File: src/rtl/uart_tx_datapath.sv
// UART transmit datapath: baud tick generation and 11-bit frame serialiser.
// Ports: clk, reset (sync, active-high), load, baud_enable, data_in[7:0] in;
//        tx, bit_counter[3:0], baud_tick, busy out (all registered).
module uart_tx_datapath #(
    parameter int CLK_FREQ   = 50000000,
    parameter int BAUD       = 9600,
    parameter int DIVISOR    = CLK_FREQ / BAUD,
    parameter bit PARITY_ODD = 1'b0
) (
    input  logic       clk,
    input  logic       reset,
    input  logic       load,
    input  logic       baud_enable,
    input  logic [7:0] data_in,
    output logic       tx,
    output logic [3:0] bit_counter,
    output logic       baud_tick,
    output logic       busy
);

    localparam logic [15:0] LAST  = 16'(DIVISOR - 1);
    localparam logic [3:0]  NBITS = 4'd11;

    logic [15:0] baud_cnt;
    logic [10:0] shreg;
    logic        bit_end;
    logic        parity;

    // The shift happens on the same edge that raises baud_tick, so each
    // bit is held exactly DIVISOR enabled cycles.
    assign bit_end = baud_enable && !load && (baud_cnt == LAST);
    assign parity  = (^data_in) ^ PARITY_ODD;
    assign tx      = shreg[0];

    always_ff @(posedge clk) begin
        if (reset) begin
            baud_cnt  <= '0;
            baud_tick <= 1'b0;
        end else if (!baud_enable || load) begin
            baud_cnt  <= '0;
            baud_tick <= 1'b0;
        end else if (baud_cnt == LAST) begin
            baud_cnt  <= '0;
            baud_tick <= 1'b1;
        end else begin
            baud_cnt  <= baud_cnt + 16'd1;
            baud_tick <= 1'b0;
        end
    end

    always_ff @(posedge clk) begin
        if (reset) begin
            shreg       <= '1;
            bit_counter <= '0;
            busy        <= 1'b0;
        end else if (load) begin
            shreg       <= {1'b1, parity, data_in, 1'b0};
            bit_counter <= '0;
            busy        <= 1'b1;
        end else if (bit_end && (bit_counter < NBITS)) begin
            // MSB refills with 1 so the line idles high after the stop bit.
            shreg       <= {1'b1, shreg[10:1]};
            bit_counter <= bit_counter + 4'd1;
            busy        <= (bit_counter != (NBITS - 4'd1));
        end
    end

endmodule

File: config.mk
export PLATFORM = sky130hd
export DESIGN_NAME = uart_tx_datapath
export DESIGN_NICKNAME = d
export VERILOG_FILES = /design/src/rtl/uart_tx_datapath.sv
export SDC_FILE = /design/constraint.sdc
export NUM_CORES = 1
export LEC_CHECK = 0
export BUFFER_PORTS_ARGS = -buffer_cell sky130_fd_sc_hd__buf_4
export CAP_MARGIN = 5
export CELL_PAD_IN_SITES_DETAIL_PLACEMENT = 1
export CELL_PAD_IN_SITES_GLOBAL_PLACEMENT = 2
export CORE_AREA = 2 2 72 74
export CTS_CLUSTER_DIAMETER = 200
export DETAILED_ROUTE_END_ITERATION = 10
export DIE_AREA = 0 0 74 76
export GPL_ROUTABILITY_DRIVEN = 0
export PLACE_DENSITY = 0.73
export REMOVE_ABC_BUFFERS = 1
export SETUP_SLACK_MARGIN = 0.4
export SKIP_LAST_GASP = 1
export SYNTH_ARGS = -nofsm -noshare
export SYNTH_HDL_FRONTEND = slang
export SYNTH_SLANG_ARGS = --single-unit
export TNS_END_PERCENT = 20
File: constraint.sdc
create_clock -name clk -period 1.9 [get_ports clk]
set_clock_uncertainty 0.15 [all_clocks]
set_input_delay 0.095 -clock clk [delete_from_list [all_inputs] [get_ports clk]]
set_output_delay 0.095 -clock clk [all_outputs]
set_load 0.01 [all_outputs]
==> impl_results.md, run 1 <==
* Detailed Place HPWL at 3030 µm
* Total clock buffers created by CTS at 5
* Pwr/cell area at 682 nW/µm²
* Worst setup SP type: register
* Classification of the worst setup path: register to register
* Post-Synthesis Cell Area at 1580 µm²
* Fmax at 0.565 GHz
* Predominant post-synthesis flop cell: dfxtp_1
* Syn avg cell area at 8.76 µm²
* Top Ports at 19
* TritonCTS sink count at 32
* Area of all placed cells without fillers at 2270 µm²
* Flip-flop and latch count after synthesis at 32
* Warning count from the yosys run at 0
* IO Port Bufs at 18
* Global-route usage over all layers at 0.185
* Critical Path AT at 1.86 ns
* Number of optimization iterations in the first detailed-route pass at 4
* Clock tree from TritonCTS: yes
* Largest fanout on the critical path at 8
* Async set-or-reset flop fraction in the synthesized netlist at 0
* Width of the chip at 74 µm
* EDFF count, synth at 0
* Number of failing setup endpoints in the final timing report at 0
* Vias in the first global route at 1,670
* Core utilization of the finished layout at 0.462
* Routed vias at 1,521
* Clk buf depth at 2
* Critical path capture point type: register
* DR DRC count at 0
* Number of antenna violations at the first check in global routing at 0
* Leakage at 0.833 nW
* Drt wl/cell at 15.7 µm
* CTS root buffer: clkbuf_8
* Netlist cell types at 42
* N_diodes at 0
* Area grow syn2layout at 43.9%
* Detail Route Antenna Nets at 0
* Fin crit share at 0.931
* Slew Viols, Final at 0
* Result of the run: complete, no violations
* Area of the core at 4910 µm²
* Num rows at 26
* Worst voltage drop across the vdd grid at 0.000493 V
* Area of placed instances at 1860 µm²
* Fraction of layout instances using a drive strength above 1 at 0.345
* Post-detailed-routing wire length at 4710 µm
* Final Hold Violating Endpoints at 0
* Aggregate global routing overflow at 0
* Starting density of the core at 0.321
* H-tree depth at 2
* Maximum number of pins on one net before global-route repair at 23
* First-pass GRT wire length at 8030 µm
* Height of the die at 76 µm
* Seq/Total Area, Yosys at 0.406
* Clock latency of the later-clocked register in the worst-skew pair at 0.29 ns
* Number of maximum-capacitance violations at 0
* Via/cell ratio at 5.09
* Setup repair after global routing missed its margin: yes
* Final net count at 243
* Register clock-pin slew on the reported worst setup and hold paths at 0.08 ns
* Cell count after synthesis at 180
* Clock period minus worst slack at 1.77 ns
* Iteration-0 DRC Markers at 47
* Die Outline Area at 5620 µm²
* Critical path required time at 1.99 ns
* Max transition margin at 0.757
* Kind of path behind the tightest hold check: input port to register
* Tightest Pin Transition at 0.359 ns
==> per-layer routing <==
metal / vias up / track usage / wire [µm]
li1: 749 / - / -
met4: 0 / 0.0655 / 81
met5: - / 0 / 0
met3: 7 / 0.0437 / 112
met1: 748 / 0.197 / 1990
met2: 17 / 0.343 / 2530
==> worst max-delay path, stage by stage (launching register included) <==
cell	delay [ns]
dfxtp_4	0.37
ha_4	0.13
and4bb_2	0.26
nand4b_1	0.15
buf_6	0.18
or3_4	0.36
a21oi_2	0.11
==> Yosys cell counts (all sizes together) (2+ instances only) <==
| master | n | share of area |
|---|---|---|
| nor4b | 2 | 0.015 |
| buf | 3 | 0.013 |
| or3 | 10 | 0.040 |
| nand2 | 4 | 0.0095 |
| o21ai | 6 | 0.019 |
| clkbuf | 7 | 0.017 |
| inv | 3 | 0.0071 |
| a31oi | 2 | 0.0079 |
| o31a | 2 | 0.011 |
| and4bb | 2 | 0.018 |
| a21oi | 12 | 0.038 |
| nor3 | 23 | 0.073 |
| dfxtp | 32 | 0.41 |
| xor2 | 10 | 0.056 |
| ha | 3 | 0.024 |
| nand3 | 8 | 0.025 |
| and3 | 3 | 0.012 |
| nand4 | 5 | 0.029 |
| nand4b | 2 | 0.011 |
| nor2 | 18 | 0.043 |
| xnor2 | 8 | 0.044 |
==> where the power goes <==
group	leakage (nW)	internal (mW)	switching [mW]
Clock	0.0645	0.463	0.270
Sequential	0.263	0.686	0.00696
Combinational	0.505	0.0634	0.0581
==> sequential cells by signal, summed over array words and instances (netlist names) <==
name and cells:
baud_tick 1, busy 1, baud_cnt 16, bit_counter 4
shreg 10
==> cell families (layout without fill, tap and decap cells) <==
group	count (synthesis)	after routing	share of synthesized area
xor gates and xnor gates	18	18	0.100
buffers and inverters	13	62	0.0373
DFF	32	32	0.406
adders and majority gates	3	3	0.0238
and+or+nand+nor	84	84	0.313
AOI/OAI and AO/OA	30	30	0.120
==> final timing paths <==
kind	startpoint	endpoint	slack (ns)	depth (start not counted)
hold reg to reg	busy	busy	0.34	1
setup / recovery	baud_cnt[1]	bit_counter[1]	0.13	6
setup reg to reg	baud_cnt[1]	bit_counter[1]	0.13	6
hold / removal	data_in[1]	shreg[2]	0.01	3
==> metrics by stage <==
step,hold slack (ns),total power [mW],std cells,setup TNS (ns),worst slack (ns)
finish,0.0102,1.55,299,0,0.131
floorplan,0.0513,0.764,170,-0.105,-0.105
global placement,0.227,0.810,272,0,0.0612
detailed placement,0.254,0.814,272,0,0.0100
global route,0.0216,1.61,299,0,0.0326
CTS,0.0130,1.57,296,0,0.149
==> layout by cell type, fill, tap and decap left out, types with 2 or more instances in the layout <==
| cell | count |
|---|---|
| a21oi_1 | 9 |
| a21oi_2 | 3 |
| a31oi_1 | 2 |
| and3_1 | 2 |
| buf_4 | 40 |
| buf_6 | 3 |
| clkbuf_8 | 7 |
| dfxtp_1 | 28 |
| dfxtp_2 | 2 |
| dfxtp_4 | 2 |
| dlygate4sd3_1 | 7 |
| inv_1 | 2 |
| nand2_1 | 4 |
| nand3_1 | 8 |
| nand4_1 | 4 |
| nand4b_1 | 2 |
| nor2_1 | 17 |
| nor3_1 | 17 |
| nor3_2 | 5 |
| o21ai_0 | 2 |
| o21ai_1 | 4 |
| o31a_1 | 2 |
| or3_1 | 9 |
| xnor2_1 | 8 |
| xor2_1 | 10 |
==> repair_timing <==
item	in CTS	in global routing
endpoints found under the setup margin	31	32
pin swaps	5	8
resized for setup	18	14
hold buffers	7	0
endpoints found under the hold margin	7	0
buffers inserted	9	3
==> layout make-up <==
| cell class | count | area, µm² |
|---|---|---|
| repair buffers | 51 | 424 |
| clock buffers | 7 | 96.3 |
| clock inverters | 1 | 30.0 |
| fillers | 565 | 2640 |
| inverters | 3 | 11.3 |
| flip-flops and latches | 32 | 651 |
| multi-input cells | 135 | 968 |
| well taps | 70 | 87.6 |
Note: power is estimated with default switching activity, not from simulation.
==> inputs of run 2 (changes only) <==
Settings changed: CORE_AREA 2 2 72 74 to 2 2 70 72, CTS_BUF_LIST from default to sky130_fd_sc_hd__clkbuf_8, DIE_AREA 0 0 74 76 to 0 0 72 74, HOLD_SLACK_MARGIN from default to 0.15, PLACE_DENSITY 0.73 to 0.77.
==> run 2 against run 1 <==
Cell count is 3.7% lower. Clock power is 22% lower. Non-clock buffer count is 6 higher. Flip-flop and latch count unchanged. Register-to-register slack got worse by 0.02 ns. Global-route usage is 0.11 points higher. Count of clock-buffer cells in the layout is the same. Wire length increased by 1.3%. Utilization grew 3.2 points. Combinational power grew 4%. Critical path type unchanged.
==> impl_results.md, run 2 (synthesis gave the netlist of run 1 again) <==
* Clk buf depth at 2 (unchanged)
* Largest registers: baud_cnt (16), shreg (10), bit_counter (4)
* Global-route usage over all layers at 0.186 (+0.00112)
* Top Ports at 19 (unchanged)
* N_diodes at 0 (unchanged)
* Register-to-Register Setup Slack at 0.11 ns (-0.02 ns)
* Max transition margin at 0.795 (+0.0383)
* DP Worst Slack at -0.0600 ns (-0.0700 ns)
* Largest fanout on the critical path at 4 (-4)
* Design Power at 1.40 mW (-9.9%)
* Kind of path behind the tightest hold check: input port to register
* Setup TNS at 0 ns (unchanged)
* Startpoint of the worst-slack reg-to-reg timing path: baud_cnt[1]
* Worst voltage drop across the vdd grid at 0.000275 V (-44%)
* Detailed Place HPWL at 3080 µm (+1.7%)
* Tightest Pin Transition at 0.305 ns (-0.0547 ns)
* Starting density of the core at 0.343 (+0.0219)
* Classification of the worst setup path: register to register
* Routed vias at 1,557 (+2.4%)
* Via/cell ratio at 5.41 (+6.3%)
* Total clock buffers created by CTS at 5 (unchanged)
* Reg-to-Reg End: bit_counter[1]
* Setup repair after global routing missed its margin: yes
* Number of maximum-capacitance violations at 0 (unchanged)
* Post-route setup slack at 0.112 ns (-0.0185 ns)
* Post-detailed-routing wire length at 4770 µm (+1.3%)
* Height of the die at 74 µm (-2.6%)
* Leakage at 0.856 nW (+2.7%)
* Aggregate global routing overflow at 0 (unchanged)
* Most frequent cells in the layout: 42 x buf_4, 25 x dfxtp_1, 19 x nor3_1
* Register name with the most flops: baud_cnt
* Crit. Startpoint: baud_cnt[1]
* TritonCTS sink count at 32 (unchanged)
* Result of the run: complete, no violations
* Number of failing setup endpoints in the final timing report at 0 (unchanged)
* Cell depth of the worst min-delay path at 6 (+3)
* H-tree depth at 2 (unchanged)
* Fin crit share at 0.941 (+0.00976)
* Width of the chip at 72 µm (-2.7%)
* Worst setup SP type: register
* Fmax at 0.559 GHz (-1.0%)
* Drt wl/cell at 16.5 µm (+5.1%)
* Met3 Routed Length at 142 µm (+27%)
* Clock period minus worst slack at 1.79 ns (+0.0185 ns)
* Final net count at 249 (+2.5%)
* DR DRC count at 0 (unchanged)
* Iteration-0 DRC Markers at 38 (-19%)
* Final Hold Violating Endpoints at 0 (unchanged)
* Critical Path AT at 1.86 ns (about the same)
* Detailed-routing wirelength on met1 at 2010 µm (+1.1%)
* First-pass GRT wire length at 7580 µm (-5.6%)
* Cell count of the worst reg-to-reg path at 7 (+1)
* Pwr/cell area at 614 nW/µm² (-10%)
* Die Outline Area at 5330 µm² (-5.3%)
* Vias in the first global route at 1,607 (-3.8%)
* Number of optimization iterations in the first detailed-route pass at 4 (unchanged)
* Fraction of layout instances using a drive strength above 1 at 0.338 (-0.00737)
* Critical path capture point type: register
* Max FFs per register at 16 (unchanged)
* CTS root buffer: clkbuf_8
* Start point of the worst hold path: baud_enable
* Critical path required time at 1.98 ns (about the same)
* IO Port Bufs at 18 (unchanged)
* Highest metal used: met4
* Clock latency of the later-clocked register in the worst-skew pair at 0.29 ns (about the same)
* Register clock-pin slew on the reported worst setup and hold paths at 0.07 ns (about the same)
* Number of antenna violations at the first check in global routing at 0 (unchanged)
* Detail Route Antenna Nets at 0 (unchanged)
* Maximum number of pins on one net before global-route repair at 23 (unchanged)
* Clock tree from TritonCTS: yes
* Core utilization of the finished layout at 0.494 (+0.0324)
* Worst hold endpoint: baud_tick
* Num rows at 25 (-3.8%)
* Commonest non-fill, non-tap cell in the layout: buf_4
* Area grow syn2layout at 44.1%
* Met2 layer wire length in the routed design at 2550 µm (+1.1%)
* Area of the core at 4600 µm² (-6.4%)
* Slew Viols, Final at 0 (unchanged)
run 2: changes by cell type in the layout (fill, tap and decap cells not counted), sizes merged:
cell / delta
buf: +2
bufinv: -1
dlygate4sd3: +4
run 2: repair_timing:
action,CTS,global route
resized for setup,12,21
setup endpoints to repair,31,32
setup buffers,5,4
hold buffers,11,0
pin swaps,7,12
hold endpoints to repair,26,0
run 2: critical path, stage by stage (launching register included):
cell and delay (ns):
dfxtp_2 0.35, ha_4 0.13, and4bb_1 0.23, nand4b_1 0.13
buf_6 0.16, buf_4 0.13, or3_1 0.34, a21oi_1 0.12
run 2: how the worst max path moves through the flow:
stage	slack, ns	to	cells after the start
after floorplan	-0.10	shreg[0]	5
after global placement	0.11	shreg[0]	6
after detailed placement	-0.06	shreg[0]	6
after CTS	0.05	bit_counter[1]	6
after global routing	-0.0001	bit_counter[1]	7
final	0.11	bit_counter[1]	7
run 2: per-layer routing:
metal	vias to the layer above	track usage
met2	22	0.348
met5	-	0
met1	765	0.205
li1	764	-
met3	6	0.0474
met4	0	0.0671
run 2: power by group:
group | switching, mW | total [mW] | internal [mW]
registers | 0.00670 | 0.694 | 0.687
logic | 0.0587 | 0.127 | 0.0680
clock network | 0.252 | 0.574 | 0.322
run 2: cell type report:
cell class              count  area, µm²
repair buffers             57        470
clock buffers               7       96.3
fillers                   534       2330
flip-flops and latches     32        652
well taps                  54       67.6
inverters                   3       11.3
multi-input cells         135        975
run 2: metrics by stage:
| step | hold slack, ns | cell area (µm²) | std cells |
|---|---|---|---|
| 2_1_floorplan | 0.0513 | 1530 | 170 |
| 3_3_place_gp | 0.228 | 1870 | 261 |
| 3_5_place_dp | 0.243 | 1870 | 261 |
| 4_1_cts | 0.369 | 2180 | 284 |
| 5_1_grt | 0.392 | 2270 | 288 |
| 6_report | 0.365 | 2270 | 288 |
==> inputs of run 3 (changes only) <==
Settings changed: PLACE_DENSITY 0.77 to default, PLACE_DENSITY_LB_ADDON from default to 0.1.
==> run 3 against run 2 <==
Critical path depth decreased by 1. Combinational power hardly changed. Clock power down 3%. First-iteration DRC count increased by 24%. Critical path type unchanged. Via count fell by 0.64%. Global-route usage is 1.1 points higher. Largest power group unchanged. Sequential share of layout area increased by 0.50 points. Flip-flop and latch count stayed put. Sequential power barely moved. Maximum frequency up 1.3%.
==> impl_results.md, run 3 (synthesis gave the netlist of run 1 again) <==
* Number of maximum-capacitance violations at 0 (unchanged)
* Number of antenna violations at the first check in global routing at 0 (unchanged)
* Area grow syn2layout at 42.2%
* Final Hold Violating Endpoints at 0 (unchanged)
* Clk buf depth at 2 (unchanged)
* Width of the chip at 72 µm (unchanged)
* Start point of the worst hold path: busy
* Register-to-Register Setup Slack at 0.14 ns (+0.02 ns)
* Via/cell ratio at 5.39 (-0.30%)
* Cell family with the largest share of critical-path delay: simple AND/OR/NAND/NOR gates
* Cell count of the worst reg-to-reg path at 6 (-1)
* Register clock-pin slew on the reported worst setup and hold paths at 0.07 ns (about the same)
* Max FFs per register at 16 (unchanged)
* Classification of the worst setup path: register to register
* Commonest non-fill, non-tap cell in the layout: buf_4
* Number of failing setup endpoints in the final timing report at 0 (unchanged)
* Cell breakdown of the critical path: ha_4, and4bb_1, buf_4, and4b_1, a2111oi_1, nor3_1
* Tightest Pin Transition at 0.348 ns (+0.0433 ns)
* Num rows at 25 (unchanged)
* Leakage at 0.840 nW (-1.9%)
* Fraction of layout instances using a drive strength above 1 at 0.352 (+0.0143)
* Setup repair after global routing missed its margin: yes
* Clock period minus worst slack at 1.76 ns (-0.0231 ns)
* Cell depth of the worst min-delay path at 1 (-5)
* N_diodes at 0 (unchanged)
* Slew Viols, Final at 0 (unchanged)
* Post-route setup slack at 0.135 ns (+0.0231 ns)
* Most congested layer reported by global routing: met2
* Maximum number of pins on one net before global-route repair at 23 (unchanged)
* Die Outline Area at 5330 µm² (unchanged)
* Worst hold endpoint: busy
* Startpoint of the worst-slack reg-to-reg timing path: baud_cnt[0]
* Met2 track utilization from global routing at 0.382 (+0.0340)
* Detail Route Antenna Nets at 0 (unchanged)
* Iteration-0 DRC Markers at 47 (+24%)
* DP Worst Slack at 0.0401 ns (+0.100 ns)
* Worst voltage drop across the vdd grid at 0.000282 V (+2.8%)
* Slowest cell on the critical path: a2111oi_1
* Top Ports at 19 (unchanged)
* Pwr/cell area at 613 nW/µm² (-0.22%)
* Area of the core at 4600 µm² (unchanged)
* H-tree depth at 2 (unchanged)
* Detailed Place HPWL at 3220 µm (+4.7%)
* Clock tree from TritonCTS: yes
* Largest registers: baud_cnt (16), shreg (10), bit_counter (4)
* Drt wl/cell at 16.6 µm (+0.12%)
* Fmax at 0.567 GHz (+1.3%)
* Worst setup SP type: register
* Register name with the most flops: baud_cnt
* Result of the run: complete, no violations
* Most frequent cells in the layout: 42 x buf_4, 23 x dfxtp_1, 18 x nor3_1
* Critical path capture point type: register
* Setup TNS at 0 ns (unchanged)
* DR DRC count at 0 (unchanged)
* Aggregate global routing overflow at 0 (unchanged)
* Met3 track utilization from global routing at 0.0474 (unchanged)
* Reg-to-Reg End: shreg[1]
* Critical path's largest stage delay at 0.37 ns (+0.02 ns)
* Critical path required time at 1.92 ns (-0.06 ns)
* Starting density of the core at 0.343 (unchanged)
* Kind of path behind the tightest hold check: register to register
* Routed vias at 1,547 (-0.64%)
* Vias in the first global route at 1,714 (+6.7%)
* CTS root buffer: clkbuf_8
* Global-route usage over all layers at 0.197 (+0.0109)
* Number of optimization iterations in the first detailed-route pass at 4 (unchanged)
* Global-route met1 utilization at 0.202 (-0.00318)
* Height of the die at 74 µm (unchanged)
* Critical Path AT at 1.78 ns (-0.08 ns)
* Total clock buffers created by CTS at 5 (unchanged)
* First-pass GRT wire length at 7910 µm (+4.3%)
* IO Port Bufs at 18 (unchanged)
* Post-detailed-routing wire length at 4750 µm (-0.23%)
* TritonCTS sink count at 32 (unchanged)
* Clock latency of the later-clocked register in the worst-skew pair at 0.28 ns (about the same)
* Final net count at 247 (-0.80%)
* Max transition margin at 0.768 (-0.0279)
* Largest fanout on the critical path at 3 (-1)
* Buf+Inv Stages, Crit Path at 1 (-1)
* Fin crit share at 0.929 (-0.0122)
-- run 3: changes by cell type in the layout (fill, tap and decap cells not counted), moves of 2 or more --
| cell | change |
|---|---|
| and3_4 | +2 |
| nand3_2 | +2 |
| dfxtp_2 | +2 |
| buf_6 | -2 |
| nand3_1 | -2 |
| nor3_2 | +2 |
| dfxtp_1 | -2 |
| clkinv_2 | +2 |
-- run 3: timing repair --
item,in CTS,in global routing
hold buffers,11,0
hold endpoints to repair,23,0
endpoints found under the setup margin,30,32
gates resized for setup,27,7
pin swaps,15,2
setup buffers,8,0
-- run 3: layout make-up --
type	instances	area, µm²
Clock buffer	6	82.6
Inverter	3	11.3
Fill cell	549	2360
Multi-Input combinational cell	135	968
Tap cell	54	67.6
Timing Repair Buffer	55	448
Sequential cell	32	654
Clock inverter	2	10.0
-- run 3: worst register-to-register path: cells and delay by family, from the launching register on --
kind | cells | cell delay [ns]
AO/OA/AOI/OAI | 1 | 0.37
buffers and inverters | 1 | 0.14
AND/OR/NAND/NOR | 3 | 0.51
adder cells (fa/ha/maj) | 1 | 0.15
flip-flops | 1 | 0.34
-- run 3: worst max-delay path by stage --
stage | start | endpoint | cells after the start
2_1_floorplan | baud_cnt[0] | shreg[0] | 5
3_3_place_gp | baud_cnt[0] | bit_counter[1] | 6
3_5_place_dp | baud_cnt[0] | bit_counter[1] | 6
4_1_cts | baud_cnt[1] | shreg[1] | 6
5_1_grt | baud_cnt[0] | shreg[1] | 6
6_report | baud_cnt[0] | shreg[1] | 6
-- run 3: metal layers --
layer	part of all wire	wire [µm]	up-vias
met5	0	0	-
met2	0.54	2560	22
li1	-	-	753
met1	0.41	1960	763
met4	0.022	104	0
met3	0.027	126	9
-- run 3: power breakdown --
| group | internal [mW] | switching [mW] |
|---|---|---|
| clock network | 0.289 | 0.265 |
| registers | 0.687 | 0.00599 |
| logic | 0.0690 | 0.0581 |
-- run 3: metrics by stage --
| step | cells | hold slack (ns) | instance area [µm²] | utilization | total power, mW |
|---|---|---|---|---|---|
| 5_1_grt | 287 | 0.366 | 2240 | 0.488 | 1.44 |
| 4_1_cts | 287 | 0.344 | 2220 | 0.482 | 1.39 |
| 3_5_place_dp | 260 | 0.241 | 1870 | 0.406 | 0.815 |
| 3_3_place_gp | 260 | 0.235 | 1870 | 0.406 | 0.811 |
| 2_1_floorplan | 170 | 0.0513 | 1530 | - | 0.764 |
| 6_report | 287 | 0.336 | 2240 | 0.488 | 1.37 |
